<file path="src/rtl/handshake_responder_if.sv">
// handshake: req/ack word pair between initiator (dir1) and responder (dir2)
interface handshake #(parameter int WIDTH = 32);
  logic [WIDTH-1:0] port1;
  logic [WIDTH-1:0] port2;
  modport dir1 (output port1, input port2);
  modport dir2 (input port1, output port2);
endinterface

</file>
<file path="src/rtl/handshake_responder.sv">
// handshake_responder: four-phase req/ack responder buffering payloads in a FWFT FIFO
module handshake_responder #(
  parameter int WIDTH = 32,
  parameter int DEPTH = 4
) (
  input  logic                         clk,
  input  logic                         rst,
  handshake.dir2                       inf1,
  output logic                         out_valid,
  output logic [WIDTH-2:0]             out_data,
  input  logic                         out_ready,
  output logic [$clog2(DEPTH+1)-1:0]   level
);
  localparam int AW = $clog2(DEPTH);
  localparam int LW = $clog2(DEPTH + 1);
  typedef enum logic {IDLE, ACK} state_t;
  state_t state, state_nxt;
  logic [WIDTH-2:0] mem [DEPTH];
  logic [WIDTH-2:0] cnt;
  logic [AW-1:0] wp, rp;
  logic req, full, push, pop;
  assign req = inf1.port1[WIDTH-1];
  assign full = level == LW'(DEPTH);
  assign pop = out_valid & out_ready;
  assign out_valid = level != '0;
  assign out_data = out_valid ? mem[rp] : '0;
  assign inf1.port2 = {state == ACK, cnt};
  always_comb begin
    push = state == IDLE && req && !full;
    state_nxt = state == IDLE ? (push ? ACK : IDLE) : (req ? ACK : IDLE);
  end
  always_ff @(posedge clk or negedge rst) begin
    if (!rst) begin
      state <= IDLE;
      cnt   <= '0;
      wp    <= '0;
      rp    <= '0;
      level <= '0;
    end else begin
      state <= state_nxt;
      if (push) begin
        cnt <= cnt + 1'b1;
        wp  <= wp + 1'b1;
      end
      if (pop) rp <= rp + 1'b1;
      level <= level + LW'(push) - LW'(pop);
    end
  end
  // storage needs no reset: out_data is masked while empty
  always_ff @(posedge clk) begin
    if (push) mem[wp] <= inf1.port1[WIDTH-2:0];
  end
endmodule
</file>
<file path="src/flat_wrapper.sv">
// flat-port wrapper written by rule: the top's interface ports become plain ports
module handshake_responder_flat 
#(
  parameter int WIDTH = 32,
  parameter int DEPTH = 4
)
  (clk, rst, out_valid, out_data, out_ready, level, inf1_port1, inf1_port2);
  handshake #(.WIDTH(WIDTH)) inf1_i ();
  input  logic clk;
  input  logic rst;
  output logic out_valid;
  output logic [WIDTH-2:0] out_data;
  input  logic out_ready;
  output logic [$clog2(DEPTH+1)-1:0] level;
  input wire logic [$bits(inf1_i.port1)-1:0] inf1_port1;
  output wire logic [$bits(inf1_i.port2)-1:0] inf1_port2;
  assign inf1_i.port1 = inf1_port1;
  assign inf1_port2 = inf1_i.port2;
  handshake_responder #(.WIDTH(WIDTH), .DEPTH(DEPTH)) u_core (.clk(clk), .rst(rst), .inf1(inf1_i), .out_valid(out_valid), .out_data(out_data), .out_ready(out_ready), .level(level));
endmodule
</file>
<file path="config.mk">
export PLATFORM = sky130hd
export DESIGN_NAME = handshake_responder_flat
export DESIGN_NICKNAME = d
export VERILOG_FILES = /design/src/rtl/handshake_responder_if.sv /design/src/rtl/handshake_responder.sv /design/src/flat_wrapper.sv
export SDC_FILE = /design/constraint.sdc
export NUM_CORES = 1
export LEC_CHECK = 0
export CAP_MARGIN = 20
export CORE_MARGIN = 4
export CORE_UTILIZATION = 48
export CTS_CLUSTER_DIAMETER = 120
export DETAILED_ROUTE_END_ITERATION = 7
export PLACE_DENSITY = 0.72
export SLEW_MARGIN = 20
export SYNTH_ARGS = -nofsm -noshare
export SYNTH_HDL_FRONTEND = slang
export SYNTH_SLANG_ARGS = --single-unit
</file>
<file path="constraint.sdc">
create_clock -name clk -period 2.2 [get_ports clk]
set_input_delay 0.33 -clock clk [delete_from_list [all_inputs] [get_ports clk]]
set_output_delay 0.33 -clock clk [all_outputs]
set_load 0.02 [all_outputs]
</file>
# Yosys cells after proc, flatten, opt, wreduce, memory -nomap -nowiden
# Memory sizes are Yosys's and may differ from the RTL's.
# Cells that the tools add are included.
# totals
regBits	39
ram_bits	124
in_bits	35
word_cells	23
mem_count	1
# memory_table
name	depth	width	rd	rd_clocked_by_memory_dff	write_ports	line_no	rtl
u_core.mem	4	31	1	0	1	handshake_responder.sv:18	logic [WIDTH-2:0] mem [DEPTH];
# classes
addsub	5
eq_ne	1
muxes	5
bitwise_logic	2
reduce_logical	4
# op_table
op	n
adder 31 x 1 -> 31 bit, second input constant	1
two-way mux 31 bit	1
adder 2 x 1 -> 2 bit, second input constant	2
two-way mux 1 bit	4
adder 3 x 1 -> 3 bit	1
== test 3 bit, second input constant	1
nonzero test 3 bit	1
subtractor 3 x 1 -> 3 bit	1
logical AND 1 bit	2
bitwise AND 1 bit	1
logical NOT 1 bit	1
NOT 1 bit	1

# Logic depth before layout (Yosys ltp)
# depth
word_depth	5
ltp_mapped	9
ltp_nobuf	9

# Least setup slack after synthesis
# No wires, ideal clock.
# synth_path
path_type	reg2reg
startpoint	register u_core.level[2]
endpoint	register u_core.level[2]
setup_ps	130
t_arrival_ps	2217
required_ps	2070
path_slack_ps	-147
path_stages_with_launch	10
n_path_buf	0
synth_period_minus_slack_ps	2347
path_cell_list	dfrtp_1 or3_1 and2_1 ha_1 inv_1 ha_1 inv_1 fa_1 xnor2_1 xnor2_1
# synth_via
word_cells_on_any_way	7
cone_classes	add/sub: 2; eq/ne: 1; bitwise: 1; reduce/logical: 3
# synth_lines
item	line_no	rtl
start: declaration	handshake_responder.sv:12	output logic [$clog2(DEPTH+1)-1:0] level
start signal: assignment	handshake_responder.sv:46	level <= level + LW'(push) - LW'(pop);
nonzero test 3 bit	handshake_responder.sv:25	assign out_valid = level != '0;
bitwise AND 1 bit	handshake_responder.sv:24	assign pop = out_valid & out_ready;
named net u_core.pop	handshake_responder.sv:21	logic req, full, push, pop;
subtractor 3 x 1 -> 3 bit	handshake_responder.sv:46	
# The timed path passes the listed nets, and every way through them passes these cells.
# A chain may end at the register's enable or synchronous reset.

# Worst setup path in the final report
# layout_path
startpoint	register u_core.rp[0]
endpoint	output out_data[0]
# layout_via
elab_chain_cells	2
# layout_rtl
item	line_no	rtl
start: declaration	handshake_responder.sv:20	logic [AW-1:0] wp, rp;
start signal: assignment	handshake_responder.sv:45	if (pop) rp <= rp + 1'b1;
memory (4 x 31 bit)	--	
two-way mux 31 bit	handshake_responder.sv:26	assign out_data = out_valid ? mem[rp] : '0;
end: declaration	flat_wrapper.sv:12	output logic [WIDTH-2:0] out_data;
# No other way between the ends.

==> impl_metrics.csv <==
group,metric,value,unit
global_routing,grt_first_pass_wirelength,21.96,mm
sta,final-setup-viol-count,12,
routing,drtAntennaViolNets,0,
floorplan,ios,102,
synth,yosys_warnings,0,
sta,fin_crit_sh,1.043,
pwr,power.total,11.72,mW
synth,ys_ff_latch,163,
synth,synth_area,6654,µm²
clock_network,cts-root-buf,"clkbuf_16",
synth,netlist_top_cells_count,"edfxtp_1, and2_1, dfrtp_1",
clock_network,cts.sinks,163,
outcome,violations,"negative setup slack",
synth,syn_nets,405,
routing,drc,0,
pwr,ir_drop,832.7,µV
global_routing,grt-busiest-layer,"met2",
synth,yosysMostFrequentCell,"edfxtp_1",
routing,dr_total_vias,3632,
sta,fin_skew,4.885,ps
pwr,power_density,1307,nW/µm²
outcome,status,"complete, but fails checks",
cells_and_area,fin_nets,545,
sta,clock.fmax,435.7,MHz
sta,slew_headroom,0.7985,
floorplan,num_rows,42,
synth,synth_edf_count,124,
routing,wl_per_cell,19.50,µm
clock_network,h-tree-depth,4,
placement,dpl-instance-area,8030,µm²
run,cap_viol_max_count,0,
synth,synth_cells,362,
synth,synth_area_leaders,"edfxtp_1, dfrtp_1, mux4_2",
clock_network,cts_buffer_depth,2,
synth,synth_seq_area_share,0.7063,
placement,gp_congestion,0.7934,
critical_path,worstPathArrival,1960,ps
global_routing,gr-usage-met2,0.2829,
sta,hold_viol_final,0,
global_routing,grt-ovfl-total,0,
global_routing,grt_usage,0.1831,
critical_path,critPathCaptureType,"output pin",
cells_and_area,fin_area,8965,µm²
critical_path,r2r-start,"u_core.level[2]$_DFF_PN0_",
floorplan,die_h,125.7,µm
sta,tightest_slew,302.3,ps
global_routing,grtUsageMet3,0.06224,
clock_network,clock_latency,420,ps
clock_network,tritoncts,"built",
critical_path,cp_max_fo,6,
synth,synth_top_area_cell,"edfxtp_1",
synth,synth_cell_types,34,
synth,yosys_most_used_dff,"edfxtp_1",
synth,synth_top_area_share,0.5596,
floorplan,die_area,15810,µm²
synth,async_flop_share,0.2393,
min_path,hold_class,"in -> async",
routing,drtIter0Drc,196,
sta,fin_crit,2295,ps
synth,avgSynthCellArea,18.38,µm²
routing,firstDrtPassIters,4,
global_routing,grt_pass1_vias,3828,
placement,port_buffers,101,
global_routing,met1_usage,0.2528,
floorplan,core_area,13400,µm²
cells_and_area,drive_above_1_share,0.3806,
sta,postLayoutSetupSlackWorst,-94.92,ps
global_routing,antenna_found_initial,0,
routing,viasPerCell,5.256,
global_routing,grt_max_degree,33,
cells_and_area,multi_input_area,1941,µm²
placement,dp_hpwl,8.219,mm
critical_path,worst_ep_required_time,1870,ps
sta,rsz0062_at_grt,"yes",
cells_and_area,synthToLayoutAreaGrowth,34.73,%
critical_path,startpoint_type,"flip-flop",
clock_network,clkTransAtPathRegs,60,ps
critical_path,startpoint,"u_core.rp[0]$_DFFE_PN0P_",
pwr,leakage,3.382,nW
cells_and_area,n_fill_cell,911,
sta,final_max_slew_viol_count,0,
routing,drt_wl_total,13.47,mm
clock_network,cts_buffers,17,
cells_and_area,seqCellArea,4705,µm²
floorplan,die_w,125.7,µm
floorplan,initial_core_util,0.4965,
cells_and_area,antenna_cells,0,
critical_path,critPathKind,"reg -> out",
-- placed cells by master, fill, tap and decap left out, types with 5 or more instances in the layout --
cell / n
mux4_2: 31
nand2_1: 10
buf_12: 11
inv_1: 7
edfxtp_1: 124
clkdlybuf4s50_1: 68
dfrtp_1: 35
nor3_2: 8
nand3_1: 10
and2_4: 32
and3_1: 7
buf_4: 18
and4_1: 5
ha_1: 5
clkbuf_16: 17
xor2_1: 15
buf_6: 36
xnor2_1: 19
-- worst max-delay path, stage by stage (launching register included) --
cell and delay, ps:
dfrtp_2 410, buf_12 140, buf_12 140, buf_12 120
mux4_2 440, and2_4 180, buf_6 120
-- routing by layer --
metal	part of all wire	wire length [µm]
met5	0	0
met4	0.0048	65
met3	0.062	842
met2	0.50	6701
met1	0.44	5863
-- state kept, by name, summed over array words and instances, names as in the netlist --
register      flops
u_core.level      3
u_core.state      1
u_core.rp         2
u_core.mem      124
u_core.wp         2
u_core.cnt       31
-- final cells by class --
cell class                 count  share of cell area
clock buffer                  17             0.04745
multi-input combinational    174              0.2165
tap                          176             0.02456
timing repair buffer         137              0.1665
inverter                       9            0.003768
clock inverter                15             0.01647
sequential                   163              0.5248
-- cells by family after synthesis --
logic type,Yosys count,synth area share
mux,32,0.1072
simple gates,97,0.1015
compound gates,2,0.001880
buf+inv,25,0.02087
fa+ha+maj,8,0.01617
xor+xnor,35,0.04607
flops,163,0.7063
-- per-stage QoR --
stage / std cells / utilization / setup slack [ps] / hold slack (ps) / setup TNS, ps
after floorplan: 362 / - / -56.96 / 34.41 / -56.96
after global placement: 643 / 0.5993 / 38.60 / 205.4 / 0
after detailed placement: 643 / 0.5993 / -36.37 / 208.9 / -36.37
after CTS: 692 / 0.6697 / -107.1 / 283.9 / -2415
after global routing: 691 / 0.6690 / -155.1 / 311.7 / -2310
final: 691 / 0.6690 / -94.92 / 295.0 / -814.6
-- worst paths after layout --
path,slack [ps],cells after the start,endpoint
max,-90,6,out_data[0]
min,290,2,u_core.cnt[28]$_DFFE_PN0P_
max reg2reg,90,9,u_core.level[2]$_DFF_PN0_
min reg2reg,470,1,u_core.cnt[30]$_DFFE_PN0P_
max in group asynchronous,1400,3,u_core.rp[0]$_DFFE_PN0P_
min in group clk,470,1,u_core.cnt[30]$_DFFE_PN0P_
-- power breakdown --
group          switching, mW  total (mW)  leakage, nW  internal, mW
clock                   1.25        2.84        0.284          1.59
combinational           2.12        4.94         1.47          2.82
sequential             0.191        3.94         1.63          3.74
-- what timing repair did --
item	in CTS	in global routing
gates resized for setup	221	12
setup buffers	13	1
hold endpoints to repair	9	0
endpoints found under the setup margin	33	32
pin swaps	5	4
hold buffers	1	0
gates cloned	3	0
Power figures use the tool's default switching activity.
